$ cat src/rtl/recetor_serie_paridade_pkg.sv
// Shared definitions for the serial parity receiver:
// FSM state encoding and frame-layout constants.
package recetor_serie_paridade_pkg;

    typedef enum logic [2:0] {
        REPOUSO  = 3'd0,
        INICIO   = 3'd1,
        DADOS    = 3'd2,
        PARIDADE = 3'd3,
        PARAGEM  = 3'd4
    } estado_t;

    localparam int NBITS_DADOS = 4;
    localparam int NBITS_TRAMA = 7;

endpackage

$ cat src/rtl/recetor_serie_paridade_sincronizador_rx.sv
// Two-flop synchroniser for the asynchronous RX line plus a
// registered falling-edge detector on the synchronised signal.
// Ports: clk, rst (sync, active high), rx (async line),
//        rx_sinc (synchronised line), desc_rx (falling edge seen).
module sincronizador_rx (
    input  logic clk,
    input  logic rst,
    input  logic rx,
    output logic rx_sinc,
    output logic desc_rx
);

    logic s1;
    logic s2;
    logic s3;

    // All three flops reset high so that an idle line produces no edge.
    always_ff @(posedge clk) begin
        if (rst) begin
            s1 <= 1'b1;
            s2 <= 1'b1;
            s3 <= 1'b1;
        end else begin
            s1 <= rx;
            s2 <= s1;
            s3 <= s2;
        end
    end

    assign rx_sinc = s2;
    assign desc_rx = s3 & ~s2;

endmodule

$ cat src/rtl/recetor_serie_paridade.sv
// Serial receiver for a 4-bit nibble plus parity bit
// (start 0, D0..D3 LSB first, parity, stop 1; idle high).
// Ports: CLK, RST (sync, active high), RX (async line),
//        D/P (received nibble and parity bit), VALIDO (one-cycle
//        update pulse), ERRO_PAR, ERRO_TRAMA, OCUPADO (frame busy).
module recetor_serie_paridade
    import recetor_serie_paridade_pkg::*;
#(
    parameter int   CICLOS_BIT = 16,
    parameter logic PAR_IMPAR  = 1'b0
) (
    input  logic                   CLK,
    input  logic                   RST,
    input  logic                   RX,
    output logic [NBITS_DADOS-1:0] D,
    output logic                   P,
    output logic                   VALIDO,
    output logic                   ERRO_PAR,
    output logic                   ERRO_TRAMA,
    output logic                   OCUPADO
);

    localparam int TW = $clog2(CICLOS_BIT);
    localparam logic [TW-1:0] T_MEIO = TW'(CICLOS_BIT / 2 - 1);
    localparam logic [TW-1:0] T_BIT  = TW'(CICLOS_BIT - 1);
    localparam logic [1:0]    ULTIMO = 2'(NBITS_DADOS - 1);

    estado_t                estado;
    estado_t                estado_prox;
    logic [TW-1:0]          timer;
    logic [1:0]             bit_cnt;
    logic [NBITS_DADOS-1:0] sr;
    logic                   p_amostra;
    logic                   stop_amostra;
    logic                   fim;
    logic                   rx_sinc;
    logic                   desc_rx;
    logic                   meio_bit;
    logic                   fim_bit;

    sincronizador_rx u_sinc (
        .clk     (CLK),
        .rst     (RST),
        .rx      (RX),
        .rx_sinc (rx_sinc),
        .desc_rx (desc_rx)
    );

    assign meio_bit = (timer == T_MEIO);
    assign fim_bit  = (timer == T_BIT);
    assign OCUPADO  = (estado != REPOUSO);

    always_ff @(posedge CLK) begin
        if (RST) estado <= REPOUSO;
        else     estado <= estado_prox;
    end

    always_comb begin
        estado_prox = estado;
        unique case (estado)
            REPOUSO: begin
                if (desc_rx) estado_prox = INICIO;
            end
            INICIO: begin
                if (meio_bit)
                    estado_prox = rx_sinc ? REPOUSO : DADOS;
            end
            DADOS: begin
                if (fim_bit && bit_cnt == ULTIMO)
                    estado_prox = PARIDADE;
            end
            PARIDADE: begin
                if (fim_bit) estado_prox = PARAGEM;
            end
            PARAGEM: begin
                if (fim) estado_prox = REPOUSO;
            end
            default: estado_prox = REPOUSO;
        endcase
    end

    // The edge-detect cycle counts as timer 0, so the timer enters
    // INICIO at 1; the start mid-sample then lands N/2-1 edges later.
    // In PARAGEM the stop bit is captured first and the outputs are
    // published one cycle later (fim), which is when VALIDO pulses.
    always_ff @(posedge CLK) begin
        if (RST) begin
            timer        <= '0;
            bit_cnt      <= '0;
            sr           <= '0;
            p_amostra    <= 1'b0;
            stop_amostra <= 1'b1;
            fim          <= 1'b0;
            D            <= '0;
            P            <= 1'b0;
            VALIDO       <= 1'b0;
            ERRO_PAR     <= 1'b0;
            ERRO_TRAMA   <= 1'b0;
        end else begin
            VALIDO <= 1'b0;
            case (estado)
                REPOUSO: begin
                    timer   <= desc_rx ? TW'(1) : '0;
                    bit_cnt <= '0;
                    fim     <= 1'b0;
                end
                INICIO: begin
                    timer <= meio_bit ? '0 : timer + 1'b1;
                end
                DADOS: begin
                    timer <= fim_bit ? '0 : timer + 1'b1;
                    if (fim_bit) begin
                        sr      <= {rx_sinc, sr[NBITS_DADOS-1:1]};
                        bit_cnt <= bit_cnt + 1'b1;
                    end
                end
                PARIDADE: begin
                    timer <= fim_bit ? '0 : timer + 1'b1;
                    if (fim_bit) p_amostra <= rx_sinc;
                end
                PARAGEM: begin
                    timer <= fim_bit ? '0 : timer + 1'b1;
                    if (fim_bit && !fim) begin
                        stop_amostra <= rx_sinc;
                        fim          <= 1'b1;
                    end
                    if (fim) begin
                        D          <= sr;
                        P          <= p_amostra;
                        ERRO_PAR   <= ^{sr, p_amostra} ^ PAR_IMPAR;
                        ERRO_TRAMA <= ~stop_amostra;
                        VALIDO     <= 1'b1;
                        fim        <= 1'b0;
                    end
                end
                default: begin
                    timer <= '0;
                end
            endcase
        end
    end

endmodule

$ cat config.mk
export PLATFORM = sky130hd
export DESIGN_NAME = recetor_serie_paridade
export DESIGN_NICKNAME = d
export VERILOG_FILES = /design/src/rtl/recetor_serie_paridade_pkg.sv /design/src/rtl/recetor_serie_paridade_sincronizador_rx.sv /design/src/rtl/recetor_serie_paridade.sv
export SDC_FILE = /design/constraint.sdc
export NUM_CORES = 1
export LEC_CHECK = 0
export CORE_MARGIN = 10
export CORE_UTILIZATION = 55
export DETAILED_ROUTE_END_ITERATION = 16
export PLACE_DENSITY = 0.8
export REMOVE_ABC_BUFFERS = 1
export SETUP_SLACK_MARGIN = 0.3
export SYNTH_ARGS = -nofsm -noshare
export SYNTH_HDL_FRONTEND = slang
export SYNTH_SLANG_ARGS = --single-unit
$ cat constraint.sdc
create_clock -name CLK -period 4.7 [get_ports CLK]
set_input_delay 0.94 -clock CLK [delete_from_list [all_inputs] [get_ports CLK]]
set_output_delay 0.94 -clock CLK [all_outputs]
set_load 0.05 [all_outputs]
==> run summary <==
Status - complete, no violations
Final hold violations - 0
Fmax - 0.334 GHz
PwrDens - 267 nW/um^2
CTS hold repair buffers - 0
Most used DFF post-synth - dfxtp_1
Top-count cell post-synth - dfxtp_1
Core area - 2000 sq um
Number of global-route vias before repair - 810
Area fraction of the dominant cell type after synthesis - 0.458
Die ar. - 4400 sq um
Die width - 66.3 um
Die Height - 66.3 um
Place WS - 2.06 ns
Total global-route track usage - 0.108
Pin count of the biggest net entering global routing - 24
Setup Buffers After CTS - 0
Worst Path Buf+Inv - 1
DRC viols - 0
Num CTS Buffers - 3
GR Overflow Total - 0
Synth unique cells - 41
Worst Path Required - 3.76 ns
Final WL - 2.19 mm
FF-to-FF path depth - 5
Crit start category - flop
Synth area leader - dfxtp_1
Detailed Routing Iterations Pass 1 - 4
Starting Density - 0.589
Max-cap viol count - 0
Hold path start - u_sinc.s1
Clock Latency Late Sink - 0.33 ns
Peak supply drop - 0.209 mV
DR WL/cell - 13.3 um
Post-Syn Area - 1180 sq um
Util after Layout - 0.651
Nets - 143
Crit. Startpoint - estado[1]
CTS tree - yes
Ys async rst share - 0
Slew Viols, Final - 0
Routability Congestion - 0.849
Min Tclk post-route - 2.99 ns
RSZ-0062 raised after global routing - no
# IOs - 12
Crit path max fanout - 14
Antenna Nets Post-Route - 0
Vias/cell - 5.42
First-pass GRT wire length - 3.73 mm
P&R area growth vs syn - 10.4%
CP delay by family, top - buffers and inverters
Slowest cell on the critical path - clkdlybuf4s50_1
Number of synthesized register bits - 27
Initial antenna violation count - 0
Tcrit/Tclk final - 0.637
Arr. time, crit path - 2.05 ns
Rows - 16
Worst Hold Class - flop to flop
FF-to-FF Start - timer[0]
Diodes inserted - 0
Setup violators final - 0
CTS sink count - 27
Leakage - 0.463 nW
Cell depth of the worst setup path - 2
CP cell instances - or3_1 > clkdlybuf4s50_1
Synth Area per Inst - 9.08 sq um
Starting DRT DRC Count - 38
Mapped Cells - 130
Worst slew pin tran - 0.816 ns
Share of cells above drive strength 1 - 0.0803
Routed via count - 889
Clk slew on worst S/H paths - 0.14 ns
Post-CTS sizing - 0
Root buf cell - clkbuf_4
Final worst slack - 1.71 ns
Synth warnings - 0
Setup TNS - 0 ns
Worst Setup End Kind - primary output
H-tree depth - 1
Sequential area share after synthesis - 0.458
Hold depth - 1
Top cells by area, synth - dfxtp_1 46%, mux2i_1 5.1%, nand2_1 5.1%, a21oi_1 4.2%, nor2_1 3.8%
Placed wire-length estimate - 1.54 mm
PortBufs - 11
Commonest cells in the synthesized netlist - 27 x dfxtp_1, 16 x nand2_1, 12 x nor2_1
Post-synth EDFFs - 0
Clk buf depth - 2
Crit-path max cell delay - 0.84 ns
WS Path Type - flop to primary output
Worst rel slew slack - 0.455
Clock Skews - 0.00914 ns
-- placed cells by master (no fill, tap or decap), types with 2 or more instances in the layout --
cell type | netlist | final
xnor2_1 | 3 | 3
mux2i_1 | 6 | 6
nor2_1 | 12 | 12
clkdlybuf4s50_1 | 0 | 11
inv_1 | 4 | 4
dfxtp_1 | 27 | 27
nand3_1 | 4 | 4
nand2b_1 | 2 | 2
a21oi_1 | 10 | 10
or2_2 | 3 | 3
nand2_1 | 16 | 16
nor3_1 | 5 | 5
ha_1 | 2 | 2
o21ai_0 | 3 | 3
or3_1 | 2 | 2
clkbuf_4 | 0 | 3
-- logic make-up after synthesis --
group | synth area share
and+or+nand+nor | 0.248
DFF | 0.458
AOI/OAI and AO/OA | 0.117
buffers and inverters | 0.0562
muxes | 0.0509
xor gates and xnor gates | 0.0488
adders and majority gates | 0.0212
-- worst paths after layout --
kind | slack, ns | end
setup / recovery | 1.71 | OCUPADO
hold / removal | 0.44 | u_sinc.rx_sinc
hold reg to reg | 0.44 | u_sinc.rx_sinc
setup reg to reg | 2.87 | bit_cnt[0]
-- worst register-to-register path: stages (launching register included) --
cell and delay, ns:
dfxtp_1 0.39, ha_1 0.31, nand3_2 0.14, or3_1 0.53, or2_0 0.28, a21oi_2 0.13
-- power by group --
group	internal, mW	switching (mW)	total, mW	leakage (nW)
logic	0.00482	0.00756	0.0124	0.231
clock network	0.0326	0.0699	0.103	0.0139
registers	0.231	0.00221	0.233	0.218
-- sequential cells by signal, summed over array words and instances (netlist names) --
register,cells
u_sinc.rx_sinc,1
P,1
p_amostra,1
ERRO_PAR,1
VALIDO,1
ERRO_TRAMA,1
bit_cnt,2
sr,4
u_sinc.s3,1
timer,4
estado,3
D,4
fim,1
stop_amostra,1
u_sinc.s1,1
-- metrics by stage --
stage / instances / power [mW] / hold WS (ns) / area, sq um
floorplan: 122 / 0.243 / 0.389 / 1130
global placement: 160 / 0.250 / 0.397 / 1270
detailed placement: 160 / 0.250 / 0.402 / 1270
CTS: 164 / 0.354 / 0.441 / 1300
global route: 164 / 0.361 / 0.477 / 1300
finish: 164 / 0.348 / 0.439 / 1300
-- metal layers --
| layer | track usage | routed length (um) | vias to the layer above |
|---|---|---|---|
| li1 | - | - | 465 |
| met1 | 0.131 | 1080 | 406 |
| met2 | 0.165 | 968 | 13 |
| met3 | 0.0305 | 94 | 5 |
| met4 | 0.0628 | 47 | 0 |
| met5 | 0 | 0 | - |
-- cell type report --
class | instances | area (sq um)
Sequential cell | 27 | 541
Timing Repair Buffer | 11 | 110
Fill cell | 175 | 699
Inverter | 4 | 15.0
Tap cell | 27 | 33.8
Multi-Input combinational cell | 91 | 573
Clock inverter | 1 | 7.51
Clock buffer | 3 | 22.5
(Power assumes the default switching activity.)
